**src/rtl/move_sequencer.sv**
```systemverilog
// move_sequencer: scripted move initiator for the Score 4 core.
// Steps the cursor to a target column, drops a piece, reports outcome.
module move_sequencer #(
   parameter int PULSE_LEN  = 2,
   parameter int GAP_LEN    = 2,
   parameter int SETTLE_LEN = 4,
   parameter int START_COL  = 0
) (
   input  logic       clk,
   input  logic       rst,
   input  logic       req_valid,
   input  logic [2:0] req_col,
   output logic       req_ready,
   output logic       left,
   output logic       right,
   output logic       put,
   input  logic       invalid_move,
   input  logic       win_a,
   input  logic       win_b,
   input  logic       full_panel,
   output logic       done,
   output logic [1:0] resp_err,
   output logic [2:0] cursor
);

   localparam logic [7:0] PULSE_M1  = 8'(PULSE_LEN - 1);
   localparam logic [7:0] GAP_M1    = 8'(GAP_LEN - 1);
   localparam logic [7:0] SETTLE_M1 = 8'(SETTLE_LEN - 1);

   typedef enum logic [2:0] {
      IDLE,
      CHECK,
      STEP_HI,
      STEP_LO,
      PUT_HI,
      PUT_LO,
      SETTLE,
      REPORT
   } state_t;

   state_t     state, state_n;
   logic [7:0] cnt, cnt_n;
   logic [2:0] target, target_n;
   logic [2:0] cursor_n;
   logic       dir_left, dir_left_n;
   logic       inv_seen, inv_seen_n;
   logic [1:0] code_n;
   logic       game_over;

   assign game_over = win_a | win_b | full_panel;

   always_comb begin
      state_n    = state;
      cnt_n      = cnt;
      target_n   = target;
      cursor_n   = cursor;
      dir_left_n = dir_left;
      inv_seen_n = inv_seen;
      code_n     = resp_err;
      unique case (state)
         IDLE: begin
            if (req_valid) begin
               target_n = req_col;
               state_n  = CHECK;
            end
         end
         CHECK: begin
            inv_seen_n = 1'b0;
            if (target > 3'd6) begin
               code_n  = 2'd1;
               state_n = REPORT;
            end else if (game_over) begin
               code_n  = 2'd3;
               state_n = REPORT;
            end else if (target != cursor) begin
               dir_left_n = (target < cursor);
               cnt_n      = PULSE_M1;
               state_n    = STEP_HI;
            end else begin
               cnt_n   = PULSE_M1;
               state_n = PUT_HI;
            end
         end
         STEP_HI: begin
            if (cnt == 8'd0) begin
               cursor_n = dir_left ? cursor - 3'd1
                                   : cursor + 3'd1;
               cnt_n    = GAP_M1;
               state_n  = STEP_LO;
            end else begin
               cnt_n = cnt - 8'd1;
            end
         end
         STEP_LO: begin
            if (cnt == 8'd0) state_n = CHECK;
            else cnt_n = cnt - 8'd1;
         end
         PUT_HI: begin
            inv_seen_n = inv_seen | invalid_move;
            if (cnt == 8'd0) begin
               cnt_n   = GAP_M1;
               state_n = PUT_LO;
            end else begin
               cnt_n = cnt - 8'd1;
            end
         end
         PUT_LO: begin
            inv_seen_n = inv_seen | invalid_move;
            if (cnt == 8'd0) begin
               cnt_n   = SETTLE_M1;
               state_n = SETTLE;
            end else begin
               cnt_n = cnt - 8'd1;
            end
         end
         SETTLE: begin
            inv_seen_n = inv_seen | invalid_move;
            if (cnt == 8'd0) begin
               code_n  = inv_seen_n ? 2'd2 : 2'd0;
               state_n = REPORT;
            end else begin
               cnt_n = cnt - 8'd1;
            end
         end
         REPORT: state_n = IDLE;
         default: state_n = IDLE;
      endcase
   end

   always_ff @(posedge clk) begin
      if (rst) begin
         state    <= IDLE;
         cnt      <= 8'd0;
         target   <= 3'd0;
         dir_left <= 1'b0;
         inv_seen <= 1'b0;
      end else begin
         state    <= state_n;
         cnt      <= cnt_n;
         target   <= target_n;
         dir_left <= dir_left_n;
         inv_seen <= inv_seen_n;
      end
   end

   // Outputs are registered from the next state so they align with it.
   always_ff @(posedge clk) begin
      if (rst) begin
         left      <= 1'b0;
         right     <= 1'b0;
         put       <= 1'b0;
         done      <= 1'b0;
         resp_err  <= 2'd0;
         req_ready <= 1'b1;
         cursor    <= 3'(START_COL);
      end else begin
         left      <= (state_n == STEP_HI) & dir_left_n;
         right     <= (state_n == STEP_HI) & ~dir_left_n;
         put       <= (state_n == PUT_HI);
         done      <= (state_n == REPORT);
         resp_err  <= code_n;
         req_ready <= (state_n == IDLE);
         cursor    <= cursor_n;
      end
   end

endmodule

```
**config.mk**
```make
export PLATFORM = sky130hd
export DESIGN_NAME = move_sequencer
export DESIGN_NICKNAME = d
export VERILOG_FILES = /design/src/rtl/move_sequencer.sv
export SDC_FILE = /design/constraint.sdc
export NUM_CORES = 1
export LEC_CHECK = 0
export CAP_MARGIN = 20
export CORE_MARGIN = 4
export CORE_UTILIZATION = 25
export CTS_BUF_LIST = sky130_fd_sc_hd__clkbuf_4 sky130_fd_sc_hd__clkbuf_8
export CTS_CLUSTER_DIAMETER = 30
export DETAILED_ROUTE_END_ITERATION = 8
export HOLD_SLACK_MARGIN = 0.05
export SYNTH_ARGS = -nofsm -noshare
export SYNTH_HDL_FRONTEND = slang
export SYNTH_SLANG_ARGS = --single-unit
export TNS_END_PERCENT = 50
```
**constraint.sdc**
```tcl
create_clock -name clk -period 3.3 [get_ports clk]
set_input_delay 0.825 -clock clk [delete_from_list [all_inputs] [get_ports clk]]
set_output_delay 0.825 -clock clk [all_outputs]
set_load 0.02 [all_outputs]
```
==> impl_metrics.yaml, run 1 <==
place:
  gp_congestion: 0.781
  dp_slack_ps: 577
  port_buffers: 19
  dpl-instance-area_um2: 1640
  dp_hpwl_um: 2160
outcome:
  status: "completed"
routing:
  first_iter_violations: 34
  drtPass1Iterations: 4
  wire_per_inst_um: 11.7
  routed_wl_um: 2960
  vias: 1174
  drc: 0
  viasPerCell: 4.64
  drtAntennaViolNets: 0
power_and_ir_drop:
  irDropWorstVdd_uv: 340
  power.density_nw_per_um2: 956
  leakage_nw: 0.628
  total_power_mw: 1.63
critical_path:
  arrival_ps: 2700
  crit_fanout: 8
  endpoint: "resp_err[1]"
  r2r_cells: 8
  r2r_slack_ps: 770
  critical_path.startpoint: "cnt[0]"
  endpoint_kind: "flip-flop"
  cp.required_ps: 3470
  r2r-end: "resp_err[1]"
  crit_path_start_kind: "flip-flop"
  r2r-start: "cnt[0]"
  setup.worst_path.class: "reg2reg"
synth:
  synth_cell_types: 43
  synth_seq_cells: 26
  synth.net_count: 182
  syn_area_per_cell_um2: 8.32
  synth-edff-count: 0
  netlist_instances: 167
  synth-async-reset-ratio: 0
  synthTopCellsByArea: "dfxtp_1 37%, nor2_1 5.9%, nand2_1 4.3%, xnor2_1 3.8%, ha_1 3.6%"
  synth_area_um2: 1390
  synth_most_common_cell: "dfxtp_1"
  yosysTopAreaCell: "dfxtp_1"
  synth.top_cells.by_count: "26 x dfxtp_1, 22 x nor2_1, 16 x nand2_1, 12 x inv_1, 9 x a21oi_1"
  seq_area_frac_synth: 0.374
  synth_top_cell_area_share: 0.374
  ys_warn_count: 0
  synth_ff_type: "dfxtp_1"
timing:
  fin_crit_sh: 0.766
  min_period_ps: 2530
  clock.fmax_ghz: 0.395
  grt_setup_unrepaired: "no"
  skew_ps: 4.91
  fin_ws_ps: 771
  fin_tns_setup_ps: 0
  slew_violations: 0
  hold_slack_ps: 522
  hold_viol_final: 0
  report.final.setup_viol: 0
  worst_pin_slew_ps: 722
  max_slew_margin: 0.518
clock_tree:
  cts_root_buffer: "clkbuf_8"
  cts-htree-levels: 1
  clk_latency_ps: 280
  cts_tree: "built"
  clk_path_buf_depth: 2
  cts_hold_buf: 0
  cts_resized: 0
  cts_sinks: 26
  post_cts_buffers: 0
  path_clk_slew_ps: 90
  numCtsBuffers: 3
global_route:
  grtUsageTotal: 0.0977
  gr-total-overflow: 0
  grt_max_degree: 24
  grt_pass1_vias: 1145
  grt_pass1_wl_um: 5220
  antenna_found_initial: 0
final_layout:
  nets: 199
  design_area_um2: 1710
  drive_gt1_frac: 0.0765
  insertedDiodeCount: 0
  nFillCells: 537
  ff_latch_area_um2: 520
  area_growth_pct: 23.0
  multiInputGateArea_um2: 787
floorplan:
  die_w_um: 82.6
  start_util: 0.265
  fp.coreArea_um2: 5240
  die_area_um2: 6820
  num_rows: 26
  fp.dieH_um: 82.6
  ios: 20
job:
  maxCapViolCount: 0
worst_hold_path:
  min_path_type: "reg2reg"
==> area by class of cell <==
class / instances / area share
flip-flops and latches: 26 / 0.305
multi-input cells: 121 / 0.460
repair buffers: 20 / 0.116
inverters: 12 / 0.0264
well taps: 70 / 0.0512
clock buffers: 3 / 0.0242
clock inverters: 1 / 0.0176
==> metrics by stage <==
stage,std cells,utilization
6_report,253,0.326
5_1_grt,253,0.326
4_1_cts,253,0.326
3_5_place_dp,249,0.313
3_3_place_gp,249,0.313
2_1_floorplan,167,-
==> sequential cells by signal, summed over array words and instances, names as in the netlist <==
signal,count
cnt,8
cursor,3
dir_left,1
done,1
inv_seen,1
left,1
put,1
req_ready,1
resp_err,2
right,1
state,3
target,3
==> how the worst min path moves through the flow <==
stage	startpoint	end	slack, ps	depth (start not counted)
finish	cnt[7]	cnt[7]	520	2
CTS	cnt[7]	cnt[7]	530	2
global placement	cnt[7]	cnt[7]	490	2
floorplan	cnt[7]	cnt[7]	470	2
detailed placement	cnt[7]	cnt[7]	500	2
global route	inv_seen	inv_seen	570	2
==> critical path, cell delays in order, from the launching register on <==
cell and delay [ps]:
dfxtp_1 340, inv_1 110, ha_1 170, or3b_2 470, or2_1 350, mux2_4 360, a21oi_4 220, nand3_2 100
mux2_4 310
==> cells by family (layout without fill, tap and decap cells) <==
family / Yosys count / count (layout) / synth area share
flip-flops: 26 / 26 / 0.374
multiplexers: 6 / 6 / 0.0504
buffers and inverters: 20 / 36 / 0.0594
XOR/XNOR: 9 / 9 / 0.0567
AND/OR/NAND/NOR: 73 / 73 / 0.263
AO/OA/AOI/OAI: 28 / 28 / 0.146
adder cells (fa/ha/maj): 5 / 5 / 0.0504
==> cell usage in the layout (no fill, tap or decap), types with 2 or more instances in the layout <==
cell | Yosys | final
inv_1 | 12 | 12
o32ai_1 | 2 | 2
nand3_1 | 7 | 7
ha_1 | 4 | 4
mux2_4 | 2 | 2
clkdlybuf4s50_1 | 0 | 19
a211oi_1 | 3 | 3
clkbuf_8 | 0 | 3
a21oi_1 | 9 | 9
nand2b_1 | 2 | 2
or3b_2 | 2 | 2
nor4_1 | 4 | 4
nor2b_1 | 2 | 2
nor2_1 | 22 | 22
o21ai_0 | 4 | 4
xnor2_1 | 6 | 6
xor2_1 | 3 | 3
nor3_1 | 8 | 8
dfxtp_1 | 26 | 26
mux2i_1 | 4 | 4
nand2_1 | 16 | 16
==> layer usage <==
metal / wire length, um / GRT usage / vias up
met3: 103 / 0.0195 / 5
met4: 53 / 0.0441 / 0
met2: 1340 / 0.163 / 21
met1: 1470 / 0.121 / 534
met5: 0 / 0 / -
li1: - / - / 614
==> power by group <==
group / total, mW / switching [mW] / internal, mW
combinational: 0.829 / 0.451 / 0.378
sequential: 0.537 / 0.127 / 0.410
clock: 0.267 / 0.105 / 0.162
total: 1.63 / 0.683 / 0.951
Power figures use the tool's default switching activity.
==> run 2: changes to the inputs <==
Clock period 3.3 ns to 2.2 ns, I/O delays scaled along.
==> impl_metrics.yaml, run 2 (synthesis results as in run 1) <==
floorplan:
  die_area_um2: 6820
  fp.dieH_um: 82.6
  fp.coreArea_um2: 5240
  num_rows: 26
  start_util: 0.265
  ios: 20
  die_w_um: 82.6
global_route:
  grt_pass1_wl_um: 5550
  top_usage_layer: "met2"
  gr-total-overflow: 0
  met2_usage: 0.171
  gr-usage-met3: 0.0195
  grt_max_degree: 17
  grt_util_met1: 0.136
  antenna_found_initial: 0
  grt_pass1_vias: 1241
  grtUsageTotal: 0.105
final_layout:
  drive_gt1_frac: 0.238
  layout_common_cells: "24 x buf_4, 23 x dfxtp_1, 22 x nor2_1"
  multiInputGateArea_um2: 843
  regMostFlops: "cnt"
  nets: 222
  ff_latch_area_um2: 524
  layoutNonFillerInstCount: 276
  insertedDiodeCount: 0
  largest_reg_flops: 8
  mostFrequentLayoutCell: "buf_4"
  design_area_um2: 1940
  area_growth_pct: 39.7
  fin_util: 0.371
  nFillCells: 546
timing:
  min_period_ps: 2190
  worst_pin_slew_ps: 627
  hold_slack_ps: 525
  fin_tns_setup_ps: 0
  clock.fmax_ghz: 0.457
  fin_ws_ps: 12.6
  slew_violations: 0
  report.final.setup_viol: 0
  fin_crit_sh: 0.994
  skew_ps: 2.65
  max_slew_margin: 0.581
  hold_viol_final: 0
  grt_setup_unrepaired: "yes"
place:
  port_buffers: 19
  gp_congestion: 0.865
  place_inst: 269
  dpl-instance-area_um2: 1800
  dp_slack_ps: -216
  dp_hpwl_um: 2490
critical_path:
  crit_path_start_kind: "flip-flop"
  setup.worst_path.class: "reg2reg"
  r2r-start: "cnt[0]"
  r2r_slack_ps: 10
  r2r_cells: 8
  cp.required_ps: 2370
  crit_fanout: 4
  arrival_ps: 2360
  r2r-end: "resp_err[1]"
  endpoint_kind: "flip-flop"
worst_hold_path:
  min_path_type: "reg2reg"
  hold_start: "cnt[7]"
  hold_path_depth: 2
  hold_path_end: "cnt[7]"
routing:
  drtAntennaViolNets: 0
  drc: 0
  drtPass1Iterations: 4
  viasPerCell: 4.59
  routed_wl_um: 3310
  vias: 1267
  first_iter_violations: 82
  wire_per_inst_um: 12.0
clock_tree:
  clk_latency_ps: 280
  cts_root_buffer: "clkbuf_8"
  cts_tree: "built"
  cts_sinks: 26
  numCtsBuffers: 3
  cts-htree-levels: 1
  cts_hold_buf: 0
  path_clk_slew_ps: 90
  clk_path_buf_depth: 2
job:
  maxCapViolCount: 0
power_and_ir_drop:
  power.density_nw_per_um2: 1490
  irDropWorstVdd_uv: 733
  leakage_nw: 0.750
  total_power_mw: 2.90
outcome:
  status: "completed"
[run 2: area by class of cell]
cell class | count | share of cell area
multi-input combinational | 121 | 0.434
sequential | 26 | 0.270
timing repair buffer | 43 | 0.191
tap | 70 | 0.0451
inverter | 12 | 0.0232
clock buffer | 3 | 0.0213
clock inverter | 1 | 0.0155
[run 2: critical path, stage by stage, from the launching register on]
cell,delay (ps)
dfxtp_2,330
inv_2,70
ha_4,130
or3b_4,370
or2_4,270
mux2_4,320
a21oi_4,200
nand3_2,100
mux2_4,300
[run 2: worst max-delay path by stage]
stage,end,cells past startpoint,slack [ps],startpoint
floorplan,resp_err[1],9,-20,cnt[0]
global placement,resp_err[1],8,-200,win_a
detailed placement,resp_err[1],8,-220,win_b
CTS,resp_err[1],8,3,cnt[1]
global route,resp_err[1],8,-30,cnt[1]
finish,resp_err[1],8,10,cnt[0]
[run 2: where the power goes]
part	switching (mW)	internal (mW)
registers	0.154	0.620
clock network	0.159	0.244
logic	0.836	0.886
total	1.15	1.75
[run 2: metal layers]
metal,vias to the layer above,share of wire
met5,-,0
met4,0,0.015
met3,5,0.044
met2,29,0.48
met1,577,0.46
li1,656,-
[run 2: what timing repair did]
item                       4_1_cts  5_1_grt
hold endpoints to repair         0        0
pin swaps                        0        3
setup endpoints to repair        1        9
buffers inserted                 0        3
resized for setup                1        8
==> run 3: changes to the inputs <==
Settings changed: CORE_UTILIZATION 25 to 35.
==> impl_metrics.yaml, run 3 (synthesis results as in run 1) <==
power_and_ir_drop:
  total_power_mw: 2.71
  clkPwrFrac: 0.115
  internal_power_mw: 1.59
  irDropWorstVdd_uv: 587
  p_switching_mw: 1.12
  leakage_nw: 0.717
  seq_power_share: 0.288
  switching_share: 0.415
  power_frac_comb: 0.596
  power.density_nw_per_um2: 1480
clock_tree:
  clk_path_buf_depth: 2
  cts-htree-levels: 1
  cts_root_buffer: "clkbuf_8"
  path_clk_slew_ps: 90
  clk_latency_ps: 270
  cts_tree: "built"
  cts_sinks: 26
  numCtsBuffers: 3
worst_hold_path:
  hold_start: "cnt[5]"
  hold_path_end: "cnt[5]"
  min_path_type: "reg2reg"
  hold_path_depth: 2
routing:
  first_iter_violations: 37
  drtAntennaViolNets: 0
  routed_wl_um: 3180
  wire_per_inst_um: 12.8
  drc: 0
  viasPerCell: 5.10
  vias: 1269
  drtPass1Iterations: 4
critical_path:
  worst-path-buf-inv: 1
  path_common_cell: "mux2_4"
  slowest_delay_ps: 370
  crit_path_start_kind: "flip-flop"
  crit_fanout: 4
  r2r_slack_ps: 40
  worstPathCellList: "inv_2, ha_4, or3b_4, or2_4, mux2_4, a21oi_4, nand3_2, mux2_4"
  r2r-start: "cnt[1]"
  critPathSlowestCell: "or3b_4"
  r2r_cells: 8
  crit_family: "simple AND/OR/NAND/NOR gates"
  arrival_ps: 2320
  r2r-end: "resp_err[1]"
  setup.worst_path.class: "reg2reg"
  cp.required_ps: 2360
  endpoint_kind: "flip-flop"
global_route:
  grt_max_degree: 17
  antenna_found_initial: 0
  grt_pass1_wl_um: 5470
  grt_pass1_vias: 1271
  gr-total-overflow: 0
  grtUsageTotal: 0.131
place:
  dpl-instance-area_um2: 1760
  gp_congestion: 0.824
  dp_slack_ps: -192
  port_buffers: 19
  dp_hpwl_um: 2410
final_layout:
  layout_common_cells: "24 x dfxtp_1, 22 x nor2_1, 19 x clkdlybuf4s50_1, 19 x buf_4, 16 x nand2_1"
  drive_gt1_frac: 0.204
  nFillCells: 391
  multiInputGateArea_um2: 820
  largest_reg_flops: 8
  mostFrequentLayoutCell: "dfxtp_1"
  ff_latch_area_um2: 523
  design_area_um2: 1840
  nets: 217
  regMostFlops: "cnt"
  insertedDiodeCount: 0
  area_growth_pct: 32.0
timing:
  hold_viol_final: 0
  clock.fmax_ghz: 0.463
  fin_crit_sh: 0.981
  grt_setup_unrepaired: "yes"
  max_slew_margin: 0.642
  worst_pin_slew_ps: 537
  min_period_ps: 2160
  skew_ps: 6.10
  fin_tns_setup_ps: 0
  fin_ws_ps: 42.4
  report.final.setup_viol: 0
  slew_violations: 0
floorplan:
  fp.coreArea_um2: 3740
  ios: 20
  die_w_um: 71.0
  start_util: 0.371
  num_rows: 22
  die_area_um2: 5040
  fp.dieH_um: 71.0
job:
  maxCapViolCount: 0
outcome:
  status: "completed"
[run 3: repair_timing]
| action | 4_1_cts | 5_1_grt |
|---|---|---|
| buffers inserted | 0 | 0 |
| gates resized for setup | 1 | 5 |
| endpoints found under the setup margin | 2 | 6 |
| gates cloned | 0 | 0 |
| pin swaps | 0 | 3 |
| hold buffers | 0 | 0 |
[run 3: power by group through the flow]
| stage | combinational [mW] | sequential (mW) | clock [mW] |
|---|---|---|---|
| final | 1.62 | 0.781 | 0.313 |
| after floorplan | 1.08 | 0.763 | 0 |
| after CTS | 1.58 | 0.781 | 0.324 |
| after detailed placement | 1.55 | 0.792 | 0 |
| after global placement | 1.52 | 0.782 | 0 |
| after global routing | 1.78 | 0.804 | 0.344 |
[run 3: worst reg2reg max path: stages (launching register included)]
cell	delay [ps]
dfxtp_2	340
inv_2	70
ha_4	130
or3b_4	370
or2_4	270
mux2_4	320
a21oi_4	140
nand3_2	90
mux2_4	310
[run 3: worst max path at each step]
stage,startpoint,to,slack (ps),depth (start not counted)
after floorplan,cnt[0],resp_err[1],-20,9
after global placement,win_b,resp_err[1],-120,8
after detailed placement,win_b,resp_err[1],-190,8
after CTS,cnt[1],resp_err[1],20,8
after global routing,cnt[1],left,-30,8
final,cnt[1],resp_err[1],40,8
[run 3: layout make-up]
cell class,count,share of cell area
well taps,48,0.0327
inverters,12,0.0245
clock buffers,4,0.0300
flip-flops and latches,26,0.285
multi-input cells,121,0.446
repair buffers,38,0.181
[run 3: stage by stage]
step,util,instances,hold WS (ps)
floorplan,-,167,480
global placement,0.471,245,497
detailed placement,0.471,245,504
CTS,0.486,249,530
global route,0.490,249,567
finish,0.490,249,521
[run 3: per-layer routing]
layer / wire [um] / part of all wire / GRT usage
met1: 1480 / 0.47 / 0.161
met2: 1530 / 0.48 / 0.232
met3: 114 / 0.036 / 0.0227
met4: 51 / 0.016 / 0.0397
met5: 0 / 0 / 0
